### src/rtl/instruction_fetch_unit_if.sv
`default_nettype none
// +----------------------------------------------------------------------------+
// | Module      : instruction_fetch_unit_if                                    |
// | Description : Memory, decode-handshake and redirect signals of the fetch   |
// |               unit, with master (fetch unit) and slave (memory/ID) views.  |
// | Revision    : 1.0  initial release                                         |
// +----------------------------------------------------------------------------+
interface instruction_fetch_unit_if;
    logic        imem_en;
    logic [31:0] imem_addr;
    logic [31:0] imem_rdata;
    logic        out_valid;
    logic        out_ready;
    logic [31:0] out_instr;
    logic [31:0] out_pc;
    logic        redirect_valid;
    logic [31:0] redirect_pc;
    logic        fetch_misalign;

    modport master (
        output imem_en, imem_addr, out_valid, out_instr, out_pc, fetch_misalign,
        input  imem_rdata, out_ready, redirect_valid, redirect_pc
    );

    modport slave (
        input  imem_en, imem_addr, out_valid, out_instr, out_pc, fetch_misalign,
        output imem_rdata, out_ready, redirect_valid, redirect_pc
    );
endinterface
`default_nettype wire

### src/rtl/instruction_fetch_unit.sv
`default_nettype none
// +----------------------------------------------------------------------------+
// | Module      : instruction_fetch_unit                                       |
// | Description : PC owner, 1-cycle imem reader and small instruction buffer   |
// |               feeding ID over valid/ready, with redirect/flush support.    |
// | Revision    : 1.0  initial release                                         |
// +----------------------------------------------------------------------------+
module instruction_fetch_unit #(
    parameter logic [31:0] RESET_PC   = 32'h0000_3000,
    parameter int          FIFO_DEPTH = 2
) (
    input  logic                     clk,
    input  logic                     reset_n,
    instruction_fetch_unit_if.master bus
);
    localparam int          PTR_W    = $clog2(FIFO_DEPTH);
    localparam int          CNT_W    = $clog2(FIFO_DEPTH + 1);
    localparam int          OCC_W    = CNT_W + 1;
    localparam logic [31:0] RESET_PC_ALIGNED = {RESET_PC[31:2], 2'b00};

    logic [31:0]      pc_q, pc_d;
    logic [31:0]      req_pc_q, req_pc_d;
    logic             inflight_q, inflight_d;
    logic             misalign_q, misalign_d;
    logic [CNT_W-1:0] count_q, count_d;
    logic [PTR_W-1:0] rd_ptr_q, rd_ptr_d;
    logic [PTR_W-1:0] wr_ptr_q, wr_ptr_d;
    logic [31:0]      instr_buf_q [FIFO_DEPTH];
    logic [31:0]      instr_buf_d [FIFO_DEPTH];
    logic [31:0]      pc_buf_q    [FIFO_DEPTH];
    logic [31:0]      pc_buf_d    [FIFO_DEPTH];

    logic             pop;
    logic             push;
    logic             issue;
    logic [OCC_W-1:0] occupancy;

    always_comb begin
        pop       = (count_q != '0) & bus.out_ready;
        push      = inflight_q & ~bus.redirect_valid;
        // Buffered plus in-flight words after this cycle's pop must leave room.
        occupancy = OCC_W'(count_q) + OCC_W'(inflight_q) - OCC_W'(pop);
        issue     = reset_n & ~bus.redirect_valid & (occupancy < OCC_W'(FIFO_DEPTH));

        pc_d        = pc_q;
        req_pc_d    = req_pc_q;
        inflight_d  = issue;
        rd_ptr_d    = rd_ptr_q;
        wr_ptr_d    = wr_ptr_q;
        instr_buf_d = instr_buf_q;
        pc_buf_d    = pc_buf_q;
        count_d     = count_q + CNT_W'(push) - CNT_W'(pop);
        misalign_d  = bus.redirect_valid & (bus.redirect_pc[1:0] != 2'b00);

        if (issue) begin
            pc_d     = pc_q + 32'd4;
            req_pc_d = pc_q;
        end
        if (push) begin
            instr_buf_d[wr_ptr_q] = bus.imem_rdata;
            pc_buf_d[wr_ptr_q]    = req_pc_q;
            wr_ptr_d              = wr_ptr_q + PTR_W'(1);
        end
        if (pop) begin
            rd_ptr_d = rd_ptr_q + PTR_W'(1);
        end
        if (bus.redirect_valid) begin
            pc_d     = {bus.redirect_pc[31:2], 2'b00};
            count_d  = '0;
            rd_ptr_d = '0;
            wr_ptr_d = '0;
        end
    end

    always_ff @(posedge clk) begin
        if (!reset_n) begin
            pc_q       <= RESET_PC_ALIGNED;
            req_pc_q   <= '0;
            inflight_q <= 1'b0;
            misalign_q <= 1'b0;
            count_q    <= '0;
            rd_ptr_q   <= '0;
            wr_ptr_q   <= '0;
            for (int i = 0; i < FIFO_DEPTH; i++) begin
                instr_buf_q[i] <= '0;
                pc_buf_q[i]    <= '0;
            end
        end else begin
            pc_q        <= pc_d;
            req_pc_q    <= req_pc_d;
            inflight_q  <= inflight_d;
            misalign_q  <= misalign_d;
            count_q     <= count_d;
            rd_ptr_q    <= rd_ptr_d;
            wr_ptr_q    <= wr_ptr_d;
            instr_buf_q <= instr_buf_d;
            pc_buf_q    <= pc_buf_d;
        end
    end

    assign bus.imem_en        = issue;
    assign bus.imem_addr      = pc_q;
    assign bus.out_valid      = (count_q != '0);
    assign bus.out_instr      = instr_buf_q[rd_ptr_q];
    assign bus.out_pc         = pc_buf_q[rd_ptr_q];
    assign bus.fetch_misalign = misalign_q;
endmodule
`default_nettype wire

### src/flat_wrapper.sv
// flat-port wrapper written by rule: the top's interface ports become plain ports
module instruction_fetch_unit_flat 
#(
    parameter logic [31:0] RESET_PC   = 32'h0000_3000,
    parameter int          FIFO_DEPTH = 2
)
  (clk, reset_n, bus_imem_en, bus_imem_addr, bus_out_valid, bus_out_instr, bus_out_pc, bus_fetch_misalign, bus_imem_rdata, bus_out_ready, bus_redirect_valid, bus_redirect_pc);
  instruction_fetch_unit_if bus_i ();
  input  logic clk;
  input  logic reset_n;
  output wire logic [$bits(bus_i.imem_en)-1:0] bus_imem_en;
  output wire logic [$bits(bus_i.imem_addr)-1:0] bus_imem_addr;
  output wire logic [$bits(bus_i.out_valid)-1:0] bus_out_valid;
  output wire logic [$bits(bus_i.out_instr)-1:0] bus_out_instr;
  output wire logic [$bits(bus_i.out_pc)-1:0] bus_out_pc;
  output wire logic [$bits(bus_i.fetch_misalign)-1:0] bus_fetch_misalign;
  input wire logic [$bits(bus_i.imem_rdata)-1:0] bus_imem_rdata;
  input wire logic [$bits(bus_i.out_ready)-1:0] bus_out_ready;
  input wire logic [$bits(bus_i.redirect_valid)-1:0] bus_redirect_valid;
  input wire logic [$bits(bus_i.redirect_pc)-1:0] bus_redirect_pc;
  assign bus_imem_en = bus_i.imem_en;
  assign bus_imem_addr = bus_i.imem_addr;
  assign bus_out_valid = bus_i.out_valid;
  assign bus_out_instr = bus_i.out_instr;
  assign bus_out_pc = bus_i.out_pc;
  assign bus_fetch_misalign = bus_i.fetch_misalign;
  assign bus_i.imem_rdata = bus_imem_rdata;
  assign bus_i.out_ready = bus_out_ready;
  assign bus_i.redirect_valid = bus_redirect_valid;
  assign bus_i.redirect_pc = bus_redirect_pc;
  instruction_fetch_unit #(.RESET_PC(RESET_PC), .FIFO_DEPTH(FIFO_DEPTH)) u_core (.clk(clk), .reset_n(reset_n), .bus(bus_i));
endmodule
### config.mk
export PLATFORM = sky130hd
export DESIGN_NAME = instruction_fetch_unit_flat
export DESIGN_NICKNAME = d
export VERILOG_FILES = /design/src/rtl/instruction_fetch_unit_if.sv /design/src/rtl/instruction_fetch_unit.sv /design/src/flat_wrapper.sv
export SDC_FILE = /design/constraint.sdc
export NUM_CORES = 1
export LEC_CHECK = 0
export BUFFER_PORTS_ARGS = -buffer_cell sky130_fd_sc_hd__buf_2
export CORE_MARGIN = 10
export CORE_UTILIZATION = 43
export DETAILED_ROUTE_END_ITERATION = 8
export PLACE_DENSITY_LB_ADDON = 0.1
export RECOVER_POWER = 50
export SYNTH_ARGS = -nofsm -noshare
export SYNTH_HDL_FRONTEND = slang
export SYNTH_SLANG_ARGS = --single-unit
### constraint.sdc
create_clock -name clk -period 2.8 [get_ports clk]
set_input_delay 0.14 -clock clk [delete_from_list [all_inputs] [get_ports clk]]
set_output_delay 0.14 -clock clk [all_outputs]
set_load 0.005 [all_outputs]
Word-level counts from Yosys, hierarchy flattened. Cells that the tools add are included. W data, S select, Z words.

$add $sub $neg: 7. Multiply operators: 0. Divide/modulo/power cells: 0. $lt $le $gt $ge: 4. Equality and inequality tests: 0. Shift operators: 0. Muxes and demuxes: 12. Bitwise logic cells: 9. Reductions and logical operators: 5.

Operator list (number): $mux W32 (9); $bwmux W64 (2); $add A32 B3 Y32 const B (1); $demux W32 S1 (1); $reduce_bool A2 Y1 (3); $and A1 B1 Y1 (5); $ge A2 B2 Y1 const B (2); $not A1 Y2 (2); $add A2 B1 Y3 (1); $lt A3 B2 Y1 const B (1); $sub A3 B1 Y3 (1); $add A1 B1 Y1 const B (2); $add A2 B1 Y2 (1); $lt A2 B1 Y1 const B (1); $not A1 Y1 (2); $reduce_or A2 Y1 (1); $sub A2 B1 Y2 (1); $logic_and A1 B1 Y1 (1).

Flip-flop bits (word level): 198. Bits in latches: 0. Memory bits (writable): 0. ROM bits: 0. Output and inout bits: 99. Logic and storage cells: 49. Memories kept: 0.

Depth between registers and ports, before layout.
Depth after elaboration: 7. Gate-level depth with buffers: 13.

Least setup slack after synthesis. Ideal clock, no wire load.

Kind: register to register. Start: register u_core.count_q[1]. End: register u_core.pc_q[24], in the netlist u_core.bus.imem_addr[24]. Data arrival time: 2.835 ns. Required time: 2.666 ns. Setup slack: -0.168 ns. Cell stages (with the launch flop): 13. Path buffers: 2. Period minus slack after synthesis: 2.968 ns. Cells stage by stage: dfxtp_1 or2_2 and2_1 ha_1 nand2b_1 fa_1 xnor2_1 nand3_1 inv_1 buf_2 buf_2 a2bb2oi_1 o22ai_1.

Word-level cells in the longest chain between the ends: 6. Elaborated cells between the ends (all ways): 7.

Ends and longest elaborated chain: from (decl) (RTL line instruction_fetch_unit.sv:25) `logic [CNT_W-1:0] count_q, count_d;`; from (signal assigned) (RTL line instruction_fetch_unit.sv:93) `count_q <= count_d;`; $reduce_bool A2 Y1; net bus_out_valid (RTL line flat_wrapper.sv:13) `output wire logic [$bits(bus_i.out_valid)-1:0] bus_out_valid;`; $and A1 B1 Y1 (RTL line instruction_fetch_unit.sv:39) `pop = (count_q != '0) & bus.out_ready;`; net u_core.pop (RTL line instruction_fetch_unit.sv:33) `logic pop;`; $sub A3 B1 Y3 (RTL line instruction_fetch_unit.sv:42) `occupancy = OCC_W'(count_q) + OCC_W'(inflight_q) - OCC_W'(pop);`; $lt A3 B2 Y1 (RTL line instruction_fetch_unit.sv:43) `issue = reset_n & ~bus.redirect_valid & (occupancy < OCC_W'(FIFO_DEPTH));`; $and A1 B1 Y1 (RTL line instruction_fetch_unit.sv:43); $reduce_bool A2 Y1 (no source line); to (signal assigned) (RTL line instruction_fetch_unit.sv:89) `pc_q <= pc_d;`; to (decl) (RTL line instruction_fetch_unit.sv:21) `logic [31:0] pc_q, pc_d;`.

The timed path passes the listed nets, and every way through them passes these cells. A chain may end at the register's enable or synchronous reset.

Worst setup path in the final report.
Start: register u_core.count_q[1]. End: register u_core.pc_q[19], in the netlist u_core.bus.imem_addr[19].

Word-level cells in the longest chain between the ends: 6. Elaborated cells between the ends (all ways): 7.

Ends and longest elaborated chain (RTL line): $reduce_bool A2 Y1 (instruction_fetch_unit.sv:39); $and A1 B1 Y1 (instruction_fetch_unit.sv:39); net u_core.pop (instruction_fetch_unit.sv:33); $sub A3 B1 Y3 (instruction_fetch_unit.sv:42); $lt A3 B2 Y1 (instruction_fetch_unit.sv:43); $and A1 B1 Y1 (instruction_fetch_unit.sv:43); $reduce_bool A2 Y1 (no source line).

The timed path passes the listed nets, and every way through them passes these cells.

==> flow_summary.json <==
{
  "chipHeight_um": 157,
  "peakVddDrop_uv": 419,
  "drt_iter0_drc": 343,
  "met2_usage_pct": 31.5,
  "row_count": 50,
  "cts_buffer_depth": 2,
  "port-buffer-count": 162,
  "async_reset_ff_share_pct": 0,
  "routed_wl_um": 24100,
  "cp_slowest_cell": "or4_1",
  "n_antenna_cell": 0,
  "multi_input_area_sq_um": 4100,
  "path_buf_inv": 2,
  "hpwl_um": 15400,
  "grt_most_used_layer": "met2",
  "p_sw_share_pct": 24.6,
  "drive_gt1_share_pct": 26.1,
  "hp-class": "in -> reg",
  "start_util_pct": 43.5,
  "wire_per_inst_um": 16.6,
  "path_clk_slew_ps": 70,
  "period_minus_slack_ps": 2750,
  "synth_cell_type_count": 51,
  "cts_inserted_buffers": 17,
  "final_util_pct": 57.0,
  "p_int_mw": 4.49,
  "yosysMostFrequentCell": "nand2_1",
  "fillers": 1757,
  "antenna_found_initial": 0,
  "gp_congestion": 0.847,
  "critPathTopFamily": "simple AND/OR/NAND/NOR gates",
  "nets": 1285,
  "ys_seq_area_share_pct": 46.9,
  "die-area_sq_um": 24700,
  "status": "finished clean",
  "power.switching_mw": 1.47,
  "grt_max_degree": 63,
  "grt_pass1_wl_um": 37900,
  "rsz0062_at_grt": "yes",
  "syn_inst": 1008,
  "drv_cap": 0,
  "met3_usage_pct": 4.67,
  "fmax_ghz": 0.363,
  "worst_slew_pin_slew_ps": 572,
  "cts_root_buf": "clkbuf_16",
  "post_drt_via_cell_ratio": 5.11,
  "vias": 7447,
  "syn_to_final_growth_pct": 31.2,
  "p_seq_share_pct": 48.1,
  "yosysTopAreaCell": "dfxtp_1",
  "grt_usage_pct": 19.0,
  "pwr_density_cell_nw_per_um2": 560,
  "path_cells": "or2_4 -> and2_4 -> ha_4 -> nand2b_4 -> fa_2 -> xnor2_4 -> nand3_4 -> inv_4 -> buf_6 -> nand2_4 -> or4_1 -> a31oi_1",
  "drtAntennaViolNets": 0,
  "drc_errors": 0,
  "max_stage_delay_ps": 520,
  "slew_headroom_pct": 61.5,
  "seqCellArea_sq_um": 3810,
  "finClkSkew_ps": 10.7,
  "p_clk_share_pct": 42.0,
  "grt.overflow.total": 0,
  "htree_num_levels": 4,
  "ys_top_cells_by_area": "dfxtp_1 (47%), nand2_1 (16%), a21oi_1 (11%), mux2_2 (9.0%), clkbuf_1 (3.1%)",
  "clk_latency_ps": 430,
  "maxSlewViolCount": 0,
  "post-route-worst-setup-slack_ps": 46.9,
  "worst-path-max-fanout": 3,
  "cp_data_required_time_ps": 3160,
  "synth.cell_area_sq_um": 8100,
  "ys_seq_elements": 190,
  "crit_type": "reg -> reg",
  "post-place-ws_ps": -90.2,
  "p_total_mw": 5.96,
  "arrival_ps": 3110,
  "die_w_um": 157,
  "ys.flop_type": "dfxtp_1",
  "grtUsageMet1_pct": 24.1,
  "ios": 167,
  "grt_pass1_vias": 7162,
  "setup-tns-final_ps": 0,
  "p_leak_nw": 4.14,
  "p_comb_share_pct": 9.9,
  "finalSetupViolCount": 0,
  "synth_common_cells": "nand2_1 (338), dfxtp_1 (190), a21oi_1 (174)",
  "endpoint_kind": "flip-flop",
  "min_period_over_period_pct": 98.3,
  "synth_top_cell_area_share_pct": 46.9,
  "core_sq_um": 18600,
  "synth-edff-count": 0,
  "cts_tree": "done",
  "rrSetupSlack_ps": 50,
  "dr.pass1.iters": 4,
  "cts.sinks": 190,
  "worstSetupStartpointType": "flip-flop",
  "syn_area_per_cell_sq_um": 8.04,
  "synth_warnings": 0,
  "hold_viol": 0
}
## worst register-to-register path, cell delays in order, from the launching register on
cell,delay (ps)
dfxtp_2,320
or2_4,240
and2_4,150
ha_4,200
nand2b_4,140
fa_2,410
xnor2_4,210
nand3_4,110
inv_4,70
buf_6,110
nand2_4,50
or4_1,520
a31oi_1,160
## what timing repair did
| action | CTS | global route |
|---|---|---|
| hold buffers | 50 | 0 |
| buffers inserted | 8 | 9 |
| gates resized for setup | 8 | 23 |
| hold endpoints to repair | 81 | 0 |
| pin swaps | 4 | 16 |
| endpoints found under the setup margin | 22 | 41 |
## through the flow
stage | cell area [sq um] | cells | hold slack (ps)
floorplan | 8160 | 1011 | 274
global placement | 9270 | 1360 | 361
detailed placement | 9270 | 1360 | 370
CTS | 10500 | 1449 | 4.43
global route | 10600 | 1458 | 38.8
finish | 10600 | 1458 | 28.1
## cells by family after synthesis
group	count (synthesis)	share of synthesized area [%]
buf+inv	93	4.66
xor+xnor	14	1.51
simple gates	416	21.6
mux	67	9.28
fa+ha+maj	5	0.865
other cells	1	0.0463
compound gates	222	15.1
flops	190	46.9
## path summary, 6_finish.rpt
check | from | end | depth (start not counted)
worst max-delay path | u_core.count_q[1]$_SDFF_PN0_ | u_core.bus.imem_addr[19]$_SDFFE_PN0P_ | 12
worst min-delay path | bus_redirect_pc[31] | u_core.bus.imem_addr[31]$_SDFFE_PN0P_ | 3
worst max register to register | u_core.count_q[1]$_SDFF_PN0_ | u_core.bus.imem_addr[19]$_SDFFE_PN0P_ | 12
worst min register to register | u_core.instr_buf_q[56]$_SDFFE_PN0P_ | u_core.instr_buf_q[56]$_SDFFE_PN0P_ | 2
## sequential cells by signal (all words and copies together) (netlist names)
name                       count
u_core.pc_buf_q               60
u_core.inflight_q              1
u_core.bus.fetch_misalign      1
u_core.bus.imem_addr          30
u_core.count_q                 2
u_core.wr_ptr_q                1
u_core.instr_buf_q            64
u_core.rd_ptr_q                1
u_core.req_pc_q               30
## cell type report
type / instances / area share [%]
multi-input cells: 728 / 38.6
well taps: 234 / 2.75
clock inverters: 12 / 1.49
inverters: 14 / 0.565
clock buffers: 19 / 4.17
flip-flops and latches: 190 / 35.8
repair buffers: 261 / 16.6
## power by group through the flow
stage,sequential (mW),clock [mW],combinational (mW)
finish,2.87,2.50,0.590
floorplan,2.90,0,0.281
global route,2.88,2.66,0.648
CTS,2.86,2.56,0.569
detailed placement,2.92,0,0.494
global placement,2.92,0,0.493
## metal layers
metal	share of wire, %	vias up
met5	0	-
met1	46	3437
met2	48	186
met4	1.1	0
li1	-	3804
met3	5.7	20
## placed cells by master (no fill, tap or decap), types with 8 or more instances in the layout
cell / count
a21oi_1: 172
buf_12: 8
buf_2: 141
buf_4: 33
clkbuf_1: 24
clkbuf_16: 17
dfxtp_1: 187
dlygate4sd3_1: 50
inv_1: 12
mux2_2: 63
nand2_1: 336
nand3_1: 9
nor2_1: 11
nor3_1: 10
o21ai_0: 8
xnor2_1: 11
No activity file was read; power rests on OpenSTA's default activity.
